File: src/rtl/mod_exp_ctrl_pkg.sv
// Shared definitions for the modular-exponentiation sequencer and mon_prod:
// op codes, controller state encodings and the operand memory map.
package mod_exp_ctrl_pkg;

    localparam int unsigned DEF_EBITS    = 1024;
    // 11 bits so that mp_count can carry EBITS+1 without truncation
    localparam int unsigned DEF_IBITS    = 11;
    localparam int unsigned DEF_MP_COUNT = 1025;

    typedef enum logic [1:0] {
        OPXX = 2'd0,    // x_bar <- MonPro(x_bar, x_bar)
        OPXM = 2'd1,    // x_bar <- MonPro(x_bar, M_bar)
        OPX1 = 2'd2     // x_bar <- MonPro(x_bar, 1)
    } op_code_e;

    typedef enum logic [3:0] {
        IDLE      = 4'd0,
        SCAN      = 4'd1,
        ISSUE     = 4'd2,
        ACK       = 4'd3,
        WAIT      = 4'd4,
        DECIDE    = 4'd5,
        FIN_ISSUE = 4'd6,
        FIN_ACK   = 4'd7,
        FIN_WAIT  = 4'd8
    } state_e;

    localparam int unsigned XBAR_LO = 0;
    localparam int unsigned XBAR_HI = 1;
    localparam int unsigned MBAR_LO = 2;
    localparam int unsigned MBAR_HI = 3;

endpackage

File: src/rtl/mod_exp_ctrl_if.sv
// Handshake between the exponentiation sequencer (master) and mon_prod (slave).
interface mod_exp_ctrl_if
    import mod_exp_ctrl_pkg::*;
#(
    parameter int unsigned IBITS = DEF_IBITS
) ();

    logic             mp_start;
    op_code_e         mp_op_code;
    logic [IBITS-1:0] mp_count;
    logic             mp_stop;

    modport master (output mp_start, output mp_op_code, output mp_count, input mp_stop);
    modport slave  (input mp_start, input mp_op_code, input mp_count, output mp_stop);

endinterface

File: src/rtl/mod_exp_ctrl.sv
// Left-to-right binary modular-exponentiation sequencer driving mon_prod.
// Optional feature macro: MODEXP_SKIP_LZ_EN (skip leading zero exponent bits in SCAN).
module mod_exp_ctrl
    import mod_exp_ctrl_pkg::*;
#(
    parameter int unsigned EBITS    = DEF_EBITS,
    parameter int unsigned IBITS    = DEF_IBITS,
    parameter int unsigned MP_COUNT = DEF_MP_COUNT
) (
    input  logic              clk,
    input  logic              reset,
    input  logic              start,
    input  logic [EBITS-1:0]  exponent,
    mod_exp_ctrl_if.master    mp,
    output logic              busy,
    output logic              done,
    output logic [IBITS-1:0]  bit_idx
);

    localparam int unsigned IDX_W = (EBITS > 1) ? $clog2(EBITS) : 1;

    state_e           state_q, state_d;
    logic [EBITS-1:0] e_q, e_d;
    logic [IBITS-1:0] idx_q, idx_d;
    op_code_e         op_q, op_d;
    logic             mp_start_q, mp_start_d;
    logic             busy_q, busy_d;
    logic             done_q, done_d;
    logic             cur_bit;

    assign cur_bit       = e_q[idx_q[IDX_W-1:0]];
    assign mp.mp_start   = mp_start_q;
    assign mp.mp_op_code = op_q;
    assign mp.mp_count   = IBITS'(MP_COUNT);
    assign busy          = busy_q;
    assign done          = done_q;
    assign bit_idx       = idx_q;

    // State and registered outputs
    always_ff @(posedge clk or posedge reset) begin
        if (reset) begin
            state_q    <= IDLE;
            e_q        <= '0;
            idx_q      <= IBITS'(EBITS - 1);
            op_q       <= OPXX;
            mp_start_q <= 1'b0;
            busy_q     <= 1'b0;
            done_q     <= 1'b0;
        end else begin
            state_q    <= state_d;
            e_q        <= e_d;
            idx_q      <= idx_d;
            op_q       <= op_d;
            mp_start_q <= mp_start_d;
            busy_q     <= busy_d;
            done_q     <= done_d;
        end
    end

    // Next-state and next-output logic
    always_comb begin
        state_d = state_q;
        e_d     = e_q;
        idx_d   = idx_q;
        op_d    = op_q;
        busy_d  = busy_q;
        done_d  = 1'b0;

        case (state_q)
            IDLE: begin
                if (start) begin
                    e_d     = exponent;
                    idx_d   = IBITS'(EBITS - 1);
                    busy_d  = 1'b1;
                    state_d = SCAN;
                end
            end
            SCAN: begin
`ifdef MODEXP_SKIP_LZ_EN
                if (cur_bit) begin
                    op_d    = OPXX;
                    state_d = ISSUE;
                end else if (idx_q == '0) begin
                    op_d    = OPX1;
                    state_d = FIN_ISSUE;
                end else begin
                    idx_d   = idx_q - IBITS'(1);
                end
`else
                // a zero exponent needs only the final reduction
                if (e_q == '0) begin
                    op_d    = OPX1;
                    state_d = FIN_ISSUE;
                end else begin
                    op_d    = OPXX;
                    state_d = ISSUE;
                end
`endif
            end
            ISSUE:     state_d = ACK;
            ACK:       if (!mp.mp_stop) state_d = WAIT;
            WAIT:      if (mp.mp_stop)  state_d = DECIDE;
            DECIDE: begin
                if (op_q == OPXX && cur_bit) begin
                    op_d    = OPXM;
                    state_d = ISSUE;
                end else if (idx_q == '0) begin
                    op_d    = OPX1;
                    state_d = FIN_ISSUE;
                end else begin
                    idx_d   = idx_q - IBITS'(1);
                    op_d    = OPXX;
                    state_d = ISSUE;
                end
            end
            FIN_ISSUE: state_d = FIN_ACK;
            FIN_ACK:   if (!mp.mp_stop) state_d = FIN_WAIT;
            FIN_WAIT: begin
                if (mp.mp_stop) begin
                    done_d  = 1'b1;
                    busy_d  = 1'b0;
                    state_d = IDLE;
                end
            end
            default:   state_d = IDLE;
        endcase

        mp_start_d = (state_d == ISSUE) || (state_d == FIN_ISSUE);
    end

endmodule

File: src/flat_wrapper.sv
// flat-port wrapper written by rule: the top's interface ports become plain ports
module mod_exp_ctrl_flat import mod_exp_ctrl_pkg::*;
#(
    parameter int unsigned EBITS    = DEF_EBITS,
    parameter int unsigned IBITS    = DEF_IBITS,
    parameter int unsigned MP_COUNT = DEF_MP_COUNT
)
  (clk, reset, start, exponent, busy, done, bit_idx, mp_mp_start, mp_mp_op_code, mp_mp_count, mp_mp_stop);
  mod_exp_ctrl_if #(.IBITS(IBITS)) mp_i ();
  input  logic clk;
  input  logic reset;
  input  logic start;
  input  logic [EBITS-1:0] exponent;
  output logic busy;
  output logic done;
  output logic [IBITS-1:0] bit_idx;
  output wire logic [$bits(mp_i.mp_start)-1:0] mp_mp_start;
  output wire logic [$bits(mp_i.mp_op_code)-1:0] mp_mp_op_code;
  output wire logic [$bits(mp_i.mp_count)-1:0] mp_mp_count;
  input wire logic [$bits(mp_i.mp_stop)-1:0] mp_mp_stop;
  assign mp_mp_start = mp_i.mp_start;
  assign mp_mp_op_code = mp_i.mp_op_code;
  assign mp_mp_count = mp_i.mp_count;
  assign mp_i.mp_stop = mp_mp_stop;
  mod_exp_ctrl #(.EBITS(EBITS), .IBITS(IBITS), .MP_COUNT(MP_COUNT)) u_core (.clk(clk), .reset(reset), .start(start), .exponent(exponent), .mp(mp_i), .busy(busy), .done(done), .bit_idx(bit_idx));
endmodule
File: config.mk
export PLATFORM = sky130hd
export DESIGN_NAME = mod_exp_ctrl_flat
export DESIGN_NICKNAME = d
export VERILOG_FILES = /design/src/rtl/mod_exp_ctrl_pkg.sv /design/src/rtl/mod_exp_ctrl_if.sv /design/src/rtl/mod_exp_ctrl.sv /design/src/flat_wrapper.sv
export SDC_FILE = /design/constraint.sdc
export NUM_CORES = 2
export LEC_CHECK = 0
export CAP_MARGIN = 5
export CORE_AREA = 2 2 408 410
export CTS_CLUSTER_DIAMETER = 120
export DETAILED_ROUTE_END_ITERATION = 7
export DIE_AREA = 0 0 410 412
export SYNTH_ARGS = -nofsm -noshare
export SYNTH_HDL_FRONTEND = slang
export SYNTH_SLANG_ARGS = --single-unit
File: constraint.sdc
create_clock -name clk -period 39.9 [get_ports clk]
set_input_delay 3.99 -clock clk [delete_from_list [all_inputs] [get_ports clk]]
set_output_delay 3.99 -clock clk [all_outputs]
set_load 0.01 [all_outputs]
==> metrics.md <==
| Metric | Value |
|---|---|
| HPWL after detailed placement | 169,000 um |
| Syn avg cell area | 9.07 um^2 |
| Setup Buffers After CTS | 0 |
| M1 WL | 90,500 um |
| CTS root buf | clkbuf_16 |
| Max Cap Viol | 0 |
| Metal3 WL | 16,200 um |
| Top_reg_cell synth | dfrtp_1 |
| Yosys cell types | 70 |
| Commonest non-fill, non-tap cell in the layout | nand2_1 |
| Resized Gates After CTS | 0 |
| Die Height | 412 um |
| Synth-to-layout area growth | 33.3% |
| Critical Path Sink Type | async pin |
| Mapped Area | 0.0500 mm^2 |
| Minimum clock period | 8570 ps |
| Int Pwr | 3.02 mW |
| Core area | 0.164 mm^2 |
| Final hold violations | 0 |
| Max VDD drop | 0.0447 mV |
| CTS clock-pin slew for the worst setup and hold paths | 60 ps |
| Clock Skew | 61.5 ps |
| Worst Setup Path Type | in2async |
| Die Footprint | 0.169 mm^2 |
| Sequential element share of the synthesized area | 0.523 |
| Post-DRT Antenna Nets | 0 |
| DRC | 0 |
| Clk pwr share | 0.228 |
| RePlAce Congestion | 0.924 |
| R2R cell count | 11 |
| Largest cells by area after synthesis | dfrtp_1 (52%), nand2_1 (23%), mux4_2 (11%) |
| Pwr/cell area | 75.0 mW/mm^2 |
| Vias in the first global route | 46,016 |
| Nets | 7,454 |
| Setup violators final | 0 |
| WL/cell | 25.7 um |
| P_sw | 1.98 mW |
| Pleak | 31.8 nW |
| Total number of vias | 45,195 |
| Yosys top cell area share | 0.518 |
| CTS max path bufs | 3 |
| Slew Limit Fails | 0 |
| H-tree depth | 3 |
| Largest net degree at the start of global routing | 234 |
| Fraction of layout cells with a size suffix above 1 | 0.0877 |
| Critical Path AT | 9290 ps |
| Post-synth top area cell | dfrtp_1 |
| Synth Instances | 5,509 |
| Comb pwr share | 0.364 |
| Flops & latches, synth | 1,044 |
| Non-filler instance count after layout | 8,761 |
| Port bufs | 1,043 |
| Post-synth EDFFs | 0 |
| Switching fraction of total power | 0.396 |
| Worst-Skew Late Latency | 760 ps |
| DRT Pass-1 Iters | 6 |
| IO Pins | 1,055 |
| Starting Density | 0.304 |
| Number of DRC markers in iteration 0 | 4,641 |
| Setup tns final | 0 ps |
| Num CTS Buffers | 117 |
| Most frequent cells in the layout | nand2_1 (3,128), clkdlybuf4s50_1 (1,043), dfrtp_1 (1,034), nor4_1 (274), mux4_2 (236) |
| Hold crit path type | reg2reg |
| Top Metal Used | met5 |
| Worst-path fanout max | 110 |
| Yosys warnings | 0 |
| Placed Cells | 8,495 |
| Tcrit/Tclk final | 0.215 |
| Site Rows | 149 |
| Mean number of vias per cell | 5.16 |
| Gr ovfl total | 0 |
| CTS tree | built |
| Final WL | 225,000 um |
| Die width | 410 um |
| RSZ-0062 raised after global routing | no |
| # clock sinks | 1,044 |
| Peak Freq | 0.117 GHz |
| Type of origin of the critical path | input pin |
| Reg power frac | 0.408 |
| First-pass GRT wire length | 320,000 um |
| Cell depth of the worst hold path | 2 |
| Initial antenna violation count | 80 |
| Gr usage total | 0.260 |
| Slew @ Worst Pin | 1230 ps |
| Critical Path RT | 40,630 ps |
| Met2 wire len | 109,000 um |
| Outcome | complete, no violations |
| Cts-stage hold buffer count | 0 |
| Ys async rst share | 1.00 |
| Slew margin rel. | 0.170 |
==> cell usage after synthesis, types with 11 or more instances <==
cell type  number
nor4_1        279
nand2_1      3129
o22ai_1        19
nor2_1         44
mux4_2        236
buf_2          36
nand4_1        73
a22oi_1        16
mux2_2         23
nor3_1         15
nand3_1        20
clkbuf_1      250
mux2i_1       101
inv_1          11
a21oi_1        18
buf_4          29
nor2b_1        12
o21ai_0        23
dfrtp_1      1034
==> worst max-delay path, stage by stage <==
cell	delay (ps)
clkdlybuf4s50_1	490
inv_8	530
buf_4	880
buf_4	710
buf_4	730
buf_4	730
buf_4	900
==> power groups by stage <==
stage                     Clock (mW)  Sequential (mW)  Combinational, mW
final                           1.14             2.04               1.82
after global routing            1.20             2.09               2.01
after CTS                       1.16             2.02               1.85
after detailed placement           0             2.03               1.84
after global placement             0             2.02               1.82
after floorplan                    0             1.82               1.26
==> state kept, by name (all words and copies together), names as in the netlist <==
register              count
u_core.mp.mp_start        1
u_core.bit_idx           11
u_core.mp.mp_op_code      2
u_core.state_q            4
u_core.done               1
u_core.e_q             1024
u_core.busy               1
==> logic make-up (layout without fill, tap and decap cells) <==
family / after synthesis / in the layout / share of synthesized area
adder cells (fa/ha/maj): 1 / 1 / 0.000250
buffers and inverters: 347 / 1354 / 0.0315
flip-flops: 1044 / 1044 / 0.523
multiplexers: 360 / 360 / 0.132
AO/OA/AOI/OAI: 147 / 147 / 0.0212
other: 2 / 58 / 0.000150
AND/OR/NAND/NOR: 3608 / 3608 / 0.292
==> final cells by class <==
| class | instances | area [um^2] |
|---|---|---|
| clock buffer | 167 | 3420 |
| timing repair buffer | 1121 | 11100 |
| fill | 16302 | 97600 |
| antenna | 47 | 118 |
| inverter | 14 | 60.1 |
| sequential | 1044 | 26200 |
| clock inverter | 52 | 664 |
| multi-input combinational | 4127 | 22400 |
| tap | 2189 | 2740 |
==> stage by stage <==
stage	instance area [um^2]	worst slack, ps	hold WS, ps	utilization	power [mW]
3_5_place_dp	62400	30310	484	0.380	3.87
3_3_place_gp	62400	30430	476	0.380	3.83
6_report	66600	31330	499	0.406	5.00
5_1_grt	66600	30510	521	0.406	5.30
2_1_floorplan	50000	6540	454	-	3.08
4_1_cts	66500	31140	501	0.405	5.03
==> metal layers <==
layer  vias to the layer above  GRT usage
met5                         -          0
met4                        30      0.113
met3                       382     0.0516
met2                      1877      0.430
met1                     22694      0.332
li1                      20212          -
==> worst paths after layout <==
check                                        from                 to  slack (ps)
worst max-delay path                        reset    u_core.e_q[953]       31330
worst min-delay path              u_core.e_q[342]    u_core.e_q[342]         500
worst max register to register  u_core.bit_idx[0]  u_core.bit_idx[4]       33770
worst min register to register    u_core.e_q[342]    u_core.e_q[342]         500
max in group clk                            start    u_core.e_q[221]       32440
min in group asynchronous                   reset    u_core.e_q[133]        3770
(Power assumes the default switching activity.)
